`config.mk`:
```
export PLATFORM = sky130hd
export DESIGN_NAME = shr_serial_driver_flat
export DESIGN_NICKNAME = d
export VERILOG_FILES = /design/src/rtl/shr_serial_driver_if.sv /design/src/rtl/shr_serial_driver.sv /design/src/flat_wrapper.sv
export SDC_FILE = /design/constraint.sdc
export NUM_CORES = 1
export LEC_CHECK = 0
export ABC_AREA = 1
export BUFFER_PORTS_ARGS = -buffer_cell sky130_fd_sc_hd__buf_2
export CORE_ASPECT_RATIO = 0.5
export CORE_MARGIN = 4
export CORE_UTILIZATION = 33
export CTS_CLUSTER_DIAMETER = 120
export DETAILED_ROUTE_END_ITERATION = 10
export MAX_ROUTING_LAYER = met4
export PLACE_DENSITY = 0.61
export SKIP_LAST_GASP = 1
export SLEW_MARGIN = 40
export SYNTH_ARGS = -nofsm -noshare
export SYNTH_HDL_FRONTEND = slang
export SYNTH_SLANG_ARGS = --single-unit
```
`constraint.sdc`:
```
create_clock -name CLOCK_50 -period 1.65 [get_ports CLOCK_50]
set_input_delay 0.165 -clock CLOCK_50 [delete_from_list [all_inputs] [get_ports CLOCK_50]]
set_output_delay 0.165 -clock CLOCK_50 [all_outputs]
set_load 0.005 [all_outputs]
```
`src/rtl/shr_serial_driver_if.sv`:
```
// Frame handshake between a frame producer and shr_serial_driver.
// The producer uses the master modport; the driver uses the slave modport.
interface shr_serial_driver_if #(
    parameter int WIDTH = 16
);
    logic [WIDTH-1:0] DIN;
    logic             DIN_VALID;
    logic             DIN_READY;

    modport master (output DIN, output DIN_VALID, input DIN_READY);
    modport slave  (input DIN, input DIN_VALID, output DIN_READY);
endinterface

```
`src/rtl/shr_serial_driver.sv`:
```
// Shifts parallel frames to an external shift register (SER_DATA/SER_CLK), then pulses SER_LATCH.
// Bit order: DIN[0] first by default; define SHR_MSB_FIRST_EN to send DIN[WIDTH-1] first.
module shr_serial_driver #(
    parameter int WIDTH   = 16,
    parameter int CLK_DIV = 4
) (
    input  logic               CLOCK_50,
    input  logic               RESET_N,
    shr_serial_driver_if.slave din_if,
    output logic               SER_DATA,
    output logic               SER_CLK,
    output logic               SER_LATCH,
    output logic               BUSY,
    output logic [7:0]         FRAME_CNT
);
    // state    | meaning
    // IDLE     | waiting for a frame, DIN_READY high
    // SHIFT_LO | SER_CLK low, current bit presented on SER_DATA
    // SHIFT_HI | SER_CLK high, external register samples SER_DATA
    // LATCH    | SER_LATCH pulse after the last bit

    localparam int DIV_W = (CLK_DIV > 1) ? $clog2(CLK_DIV) : 1;
    localparam int BIT_W = $clog2(WIDTH + 1);
    localparam logic [DIV_W-1:0] DIV_LOAD = DIV_W'(CLK_DIV - 1);
    localparam logic [BIT_W-1:0] BIT_LOAD = BIT_W'(WIDTH);

    typedef enum logic [1:0] {IDLE, SHIFT_LO, SHIFT_HI, LATCH} state_t;

    state_t           state, state_nxt;
    logic [DIV_W-1:0] div_cnt, div_nxt;
    logic [BIT_W-1:0] bit_cnt, bit_nxt;
    logic [WIDTH-1:0] shreg, shreg_nxt, shreg_adv;
    logic             ser_clk_nxt, ser_latch_nxt, busy_nxt, ready_q, ready_nxt;
    logic [7:0]       frame_cnt_nxt;

    // The shift register empties to all zeros after WIDTH advances, so its
    // leading bit doubles as the registered SER_DATA (0 in LATCH and IDLE).
`ifdef SHR_MSB_FIRST_EN
    assign shreg_adv = {shreg[WIDTH-2:0], 1'b0};
    assign SER_DATA  = shreg[WIDTH-1];
`else
    assign shreg_adv = {1'b0, shreg[WIDTH-1:1]};
    assign SER_DATA  = shreg[0];
`endif

    assign din_if.DIN_READY = ready_q;

    always_ff @(posedge CLOCK_50 or negedge RESET_N) begin
        if (!RESET_N) begin
            state     <= IDLE;
            div_cnt   <= '0;
            bit_cnt   <= '0;
            shreg     <= '0;
            SER_CLK   <= 1'b0;
            SER_LATCH <= 1'b0;
            BUSY      <= 1'b0;
            ready_q   <= 1'b0;
            FRAME_CNT <= 8'd0;
        end else begin
            state     <= state_nxt;
            div_cnt   <= div_nxt;
            bit_cnt   <= bit_nxt;
            shreg     <= shreg_nxt;
            SER_CLK   <= ser_clk_nxt;
            SER_LATCH <= ser_latch_nxt;
            BUSY      <= busy_nxt;
            ready_q   <= ready_nxt;
            FRAME_CNT <= frame_cnt_nxt;
        end
    end

    always_comb begin
        state_nxt     = state;
        div_nxt       = div_cnt;
        bit_nxt       = bit_cnt;
        shreg_nxt     = shreg;
        ser_clk_nxt   = 1'b0;
        ser_latch_nxt = 1'b0;
        busy_nxt      = BUSY;
        ready_nxt     = ready_q;
        frame_cnt_nxt = FRAME_CNT;
        case (state)
            IDLE: begin
                ready_nxt = 1'b1;
                busy_nxt  = 1'b0;
                if (din_if.DIN_VALID && ready_q) begin
                    shreg_nxt = din_if.DIN;
                    bit_nxt   = BIT_LOAD;
                    div_nxt   = DIV_LOAD;
                    state_nxt = SHIFT_LO;
                    ready_nxt = 1'b0;
                    busy_nxt  = 1'b1;
                end
            end
            SHIFT_LO: begin
                if (div_cnt == '0) begin
                    state_nxt   = SHIFT_HI;
                    div_nxt     = DIV_LOAD;
                    ser_clk_nxt = 1'b1;
                end else begin
                    div_nxt = div_cnt - 1'b1;
                end
            end
            SHIFT_HI: begin
                ser_clk_nxt = 1'b1;
                if (div_cnt == '0) begin
                    ser_clk_nxt = 1'b0;
                    shreg_nxt   = shreg_adv;
                    bit_nxt     = bit_cnt - 1'b1;
                    div_nxt     = DIV_LOAD;
                    if (bit_cnt == BIT_W'(1)) begin
                        state_nxt     = LATCH;
                        ser_latch_nxt = 1'b1;
                    end else begin
                        state_nxt = SHIFT_LO;
                    end
                end else begin
                    div_nxt = div_cnt - 1'b1;
                end
            end
            LATCH: begin
                ser_latch_nxt = 1'b1;
                if (div_cnt == '0) begin
                    ser_latch_nxt = 1'b0;
                    busy_nxt      = 1'b0;
                    ready_nxt     = 1'b1;
                    frame_cnt_nxt = FRAME_CNT + 8'd1;
                    state_nxt     = IDLE;
                end else begin
                    div_nxt = div_cnt - 1'b1;
                end
            end
            default: state_nxt = IDLE;
        endcase
    end
endmodule

```
`src/flat_wrapper.sv`:
```
// flat-port wrapper written by rule: the top's interface ports become plain ports
module shr_serial_driver_flat 
#(
    parameter int WIDTH   = 16,
    parameter int CLK_DIV = 4
)
  (CLOCK_50, RESET_N, SER_DATA, SER_CLK, SER_LATCH, BUSY, FRAME_CNT, din_if_DIN, din_if_DIN_VALID, din_if_DIN_READY);
  shr_serial_driver_if #(.WIDTH(WIDTH)) din_if_i ();
  input  logic CLOCK_50;
  input  logic RESET_N;
  output logic SER_DATA;
  output logic SER_CLK;
  output logic SER_LATCH;
  output logic BUSY;
  output logic [7:0] FRAME_CNT;
  input wire logic [$bits(din_if_i.DIN)-1:0] din_if_DIN;
  input wire logic [$bits(din_if_i.DIN_VALID)-1:0] din_if_DIN_VALID;
  output wire logic [$bits(din_if_i.DIN_READY)-1:0] din_if_DIN_READY;
  assign din_if_i.DIN = din_if_DIN;
  assign din_if_i.DIN_VALID = din_if_DIN_VALID;
  assign din_if_DIN_READY = din_if_i.DIN_READY;
  shr_serial_driver #(.WIDTH(WIDTH), .CLK_DIV(CLK_DIV)) u_core (.CLOCK_50(CLOCK_50), .RESET_N(RESET_N), .din_if(din_if_i), .SER_DATA(SER_DATA), .SER_CLK(SER_CLK), .SER_LATCH(SER_LATCH), .BUSY(BUSY), .FRAME_CNT(FRAME_CNT));
endmodule
```
After elaboration in Yosys (flattened, before gate mapping)

Cells that the tools add are included.

Input port bits: 19
Output and inout port bits: 13
Bits in registers: 37

Reduce and logical (&&, ||, !) cells: 11
Add/subtract/negate cells: 3
Eq/ne operators: 9
Mux-type cells: 28

Operators with widths:

| operator              | count |
|---|---|
| $mux W16              | 2 |
| $pmux W16 S2          | 1 |
| $mux W2               | 8 |
| $mux W5               | 2 |
| $pmux W5 S2           | 1 |
| $add A8 B1 Y8 const B | 1 |
| $mux W1               | 8 |
| $ne A2 B1 Y1 const B  | 4 |
| $pmux W1 S2           | 4 |
| $pmux W2 S4           | 1 |
| $pmux W2 S3           | 1 |
| $reduce_and A2 Y1     | 3 |
| $eq A5 B1 Y1 const B  | 1 |
| $sub A5 B1 Y5 const B | 1 |
| $eq A2 B2 Y1 const B  | 2 |
| $logic_not A2 Y1      | 2 |
| $reduce_and A4 Y1     | 1 |
| $reduce_bool A2 Y1    | 2 |
| $reduce_and A3 Y1     | 1 |
| $eq A2 B1 Y1 const B  | 1 |
| $ne A2 B2 Y1 const B  | 1 |
| $reduce_or A2 Y1      | 1 |
| $sub A2 B1 Y2 const B | 1 |
| $logic_and A1 B1 Y1   | 1 |

Longest topological paths before layout

Depth after elaboration: 4
Gate-level depth with buffers: 11

Worst setup path before layout

Ideal clock, no wire load.

Path type: register -> register
Start: register u_core.state[0]
End: register u_core.shreg[0]
Data arrival time: 1.278 ns
Stages on the path, launching flop included: 7
Slack: 0.248 ns
Clock period less this slack: 1.402 ns
Cells stage by stage: dfrtp_1 -> inv_1 -> ha_1 -> buf_2 -> or2_2 -> o21ai_0 -> o21ai_2

Word-level cells in the longest chain between the ends: 3
Elaborated cells on any way between the ends: 7
Those cells by class: eq/ne (3); mux (1); reduce/logical (3)

RTL lines:

| item                                                                | line                    | source |
|---|---|---|
| start: declaration                                                  | shr_serial_driver.sv:29 | `state_t state, state_nxt;` |
| start signal: assignment                                            | shr_serial_driver.sv:60 | `state <= state_nxt;` |
| $eq A2 B2 Y1 / $logic_not A2 Y1 (equally long branches)             | shr_serial_driver.sv:82 | `case (state)` |
| $ne A2 B1 Y1 (no line) / $reduce_bool A2 Y1 (equally long branches) | n/a                     |  |
| $reduce_and A3 Y1 (no line)                                         | n/a                     |  |
| end signal: assignment                                              | shr_serial_driver.sv:63 | `shreg <= shreg_nxt;` |
| end: declaration                                                    | shr_serial_driver.sv:32 | `logic [WIDTH-1:0] shreg, shreg_nxt, shreg_adv;` |

Parallel ways exist; a longest one is shown, timed or not.
A chain may end at the register's enable or synchronous reset.

Worst setup path after layout

Start: register u_core.state[1]
End: register u_core.shreg[6]

The elaborated chain is that of the path after synthesis.

==> impl_metrics.toml <==
[run_status]
status = "complete, no violations"

[synth]
postSynthAreaPerCell_um2 = 8.556
yosys.area.top_type = "dfrtp_1"
synth_cell_types = 23
synth-edff-count = 0
synth_flop_cell = "dfrtp_1"
ys_async_sr_fraction = 1.000
yosys.area.top_type_share = 0.4605
synth_nets = 262
synth_cells = 235
synth_area_leaders = "dfrtp_1 46%, nand2_1 12%, o21ai_2 7.8%, o21ai_0 6.0%, ha_1 5.0%"
yosysSeqAreaShare = 0.4605
synthesis.area_mm2 = 0.002011
ys_warn_count = 0
ys_seq_elements = 37

[detailed_routing]
vias_per_cell = 4.559
vias = 1582
drtIter0Drc = 65
ant_nets = 0
drtPass1Iterations = 4
drc = 0
drt-total-wl_um = 4009
wl_per_cell_um = 11.55

[floorplanning]
die_height_um = 63.20
die-area_mm2 = 0.007482
rows = 19
core_mm2 = 0.005682
io_pins = 32
die-width_um = 118.4
start_util = 0.3539

[worst_setup_path]
reg2reg_slack_ps = 130
crit_required_ps = 1810
arrival_ps = 1690
end_kind = "register"
worstPathMaxFanout = 22
rr_worst_depth = 9
reg2reg_from = "u_core.state[1]$_DFFE_PN0P_"
crit_start = "u_core.state[1]$_DFFE_PN0P_"
worstSetupEndpoint = "u_core.shreg[6]$_DFFE_PN0P_"
r2r_end = "u_core.shreg[6]$_DFFE_PN0P_"
worstSetupStartpointType = "register"
critical_path_class = "reg2reg"

[placement]
dpl.hpwl_um = 2890
dpl_cell_area_mm2 = 0.002270
numPortBuffers = 31
gp_congestion = 0.7722

[layout]
final_area_mm2 = 0.002457
fin_nets = 300
layout-drive-gt1-share = 0.3285
antennaDiodeCount = 0
layout_common_cells = "63 x nand2_1, 37 x dfrtp_1, 31 x buf_2, 24 x o21ai_0, 22 x inv_1"
fill_cells = 581
final_common_cell = "nand2_1"
area_delta_synth_final_pct = 22.22

[timing]
fin_skew_ps = 2.633
clock.fmax_mhz = 657.6
setup_tns_ps = 0
holdWs_ps = 148.7
min_period_over_period = 0.9216
fin_crit_ps = 1521
rsz0062_at_grt = "no"
final-hold-violation-count = 0
tightest_slew_ps = 473.8
slew_headroom = 0.6841
finalMaxSlewViolations = 0
finalSetupViolations = 0

[grt]
overflow = 0
grt_pass1_wl_um = 7245
antenna_found_initial = 0
grt_pass1_vias = 1642
grt_max_degree = 38
grt_util_all_layers = 0.1205

[power]
power.leakage_uw = 0.001311
p_per_area_mw_per_mm2 = 847.7
power_uw = 2083
ir_worst_vdd_v = 0.0004169

[cts]
cts_buffer_depth = 2
clk_pin_slew_ps = 50
numCtsBuffers = 5
post_cts.repair.setup_buffers = 0
cts-root-buf = "clkbuf_16"
clock_sinks = 37
h-tree-depth = 2
cts_tree = "done"
insertion_delay_ps = 280

[hold_path]
hold_path.class = "in2reg"

[job]
maxCapViolations = 0
==> per-layer routing <==
layer	global-route usage	wire length, um	vias to the layer above
met5	-	0	-
met4	0.04185	59	0
met3	0.03038	136	7
met2	0.2011	1911	21
met1	0.1436	1902	735
li1	-	-	819
==> critical path, cell delays in order, from the launching register on <==
cell	delay, ps
dfrtp_1	420
inv_1	100
ha_1	210
nand2_1	110
nand2_2	70
inv_2	70
nand2_4	100
buf_12	180
nand2_1	70
o21ai_2	50
==> how the worst min path moves through the flow <==
stage / from / end / slack [ps] / cells past startpoint
global route: din_if_DIN[15] / u_core.shreg[15]$_DFFE_PN0P_ / 160 / 3
global placement: RESET_N / u_core.shreg[6]$_DFFE_PN0P_ / 240 / 2
floorplan: RESET_N / u_core.BUSY$_DFFE_PN0P_ / -130 / 0
detailed placement: RESET_N / u_core.shreg[8]$_DFFE_PN0P_ / 250 / 2
finish: din_if_DIN[15] / u_core.shreg[15]$_DFFE_PN0P_ / 150 / 3
CTS: din_if_DIN[15] / u_core.shreg[15]$_DFFE_PN0P_ / 150 / 3
==> cell families after synthesis <==
kind of cell	after synthesis	share of synthesized area
buf+inv	33	0.07716
xor+xnor	3	0.01307
simple gates	108	0.2501
fa+ha+maj	8	0.04978
compound gates	46	0.1493
flops	37	0.4605
==> cell usage after synthesis (4+ instances only) <==
cell type / n
nor2_1: 9
buf_6: 4
nand4_1: 4
nand3_1: 7
ha_1: 8
inv_1: 22
nand2_1: 63
or2_2: 16
dfrtp_1: 37
o21ai_2: 18
nand2_2: 4
o21ai_0: 24
==> state kept, by name (all words and copies together), names as in the netlist <==
register and count:
u_core.bit_cnt 5, u_core.shreg 16, u_core.div_cnt 2, u_core.SER_CLK 1, u_core.FRAME_CNT 8, u_core.BUSY 1, u_core.SER_LATCH 1, u_core.din_if.DIN_READY 1
u_core.state 2
==> through the flow <==
step | util | setup slack (ps) | std cells
after floorplan | - | 248.1 | 235
after global placement | 0.3995 | 145.6 | 338
after detailed placement | 0.3995 | 118.9 | 338
after CTS | 0.4316 | 102.0 | 347
after global routing | 0.4325 | 14.51 | 347
final | 0.4325 | 129.3 | 347
==> repair_timing <==
| item | 4_1_cts | 5_1_grt |
|---|---|---|
| endpoints found under the hold margin | 37 | 0 |
| endpoints found under the setup margin | 0 | 9 |
| resized for setup | 0 | 2 |
| hold buffers | 1 | 0 |
==> report_power, final <==
part,leakage (uW),switching (uW),internal [uW]
logic,0.000741,36.0,33.0
registers,0.000486,0,908
clock network,0.0000841,352,754
total,0.00131,388,1700
==> final cells by class <==
cell class / instances / area [um^2] / area share
Clock buffer: 7 / 142.6 / 0.05804
Timing Repair Buffer: 38 / 235.2 / 0.09572
Tap cell: 73 / 91.34 / 0.03717
Multi-Input combinational cell: 165 / 934.6 / 0.3803
Clock inverter: 1 / 30.03 / 0.01222
Inverter: 26 / 97.59 / 0.03971
Sequential cell: 37 / 925.9 / 0.3768
Note: power is estimated with default switching activity, not from simulation.
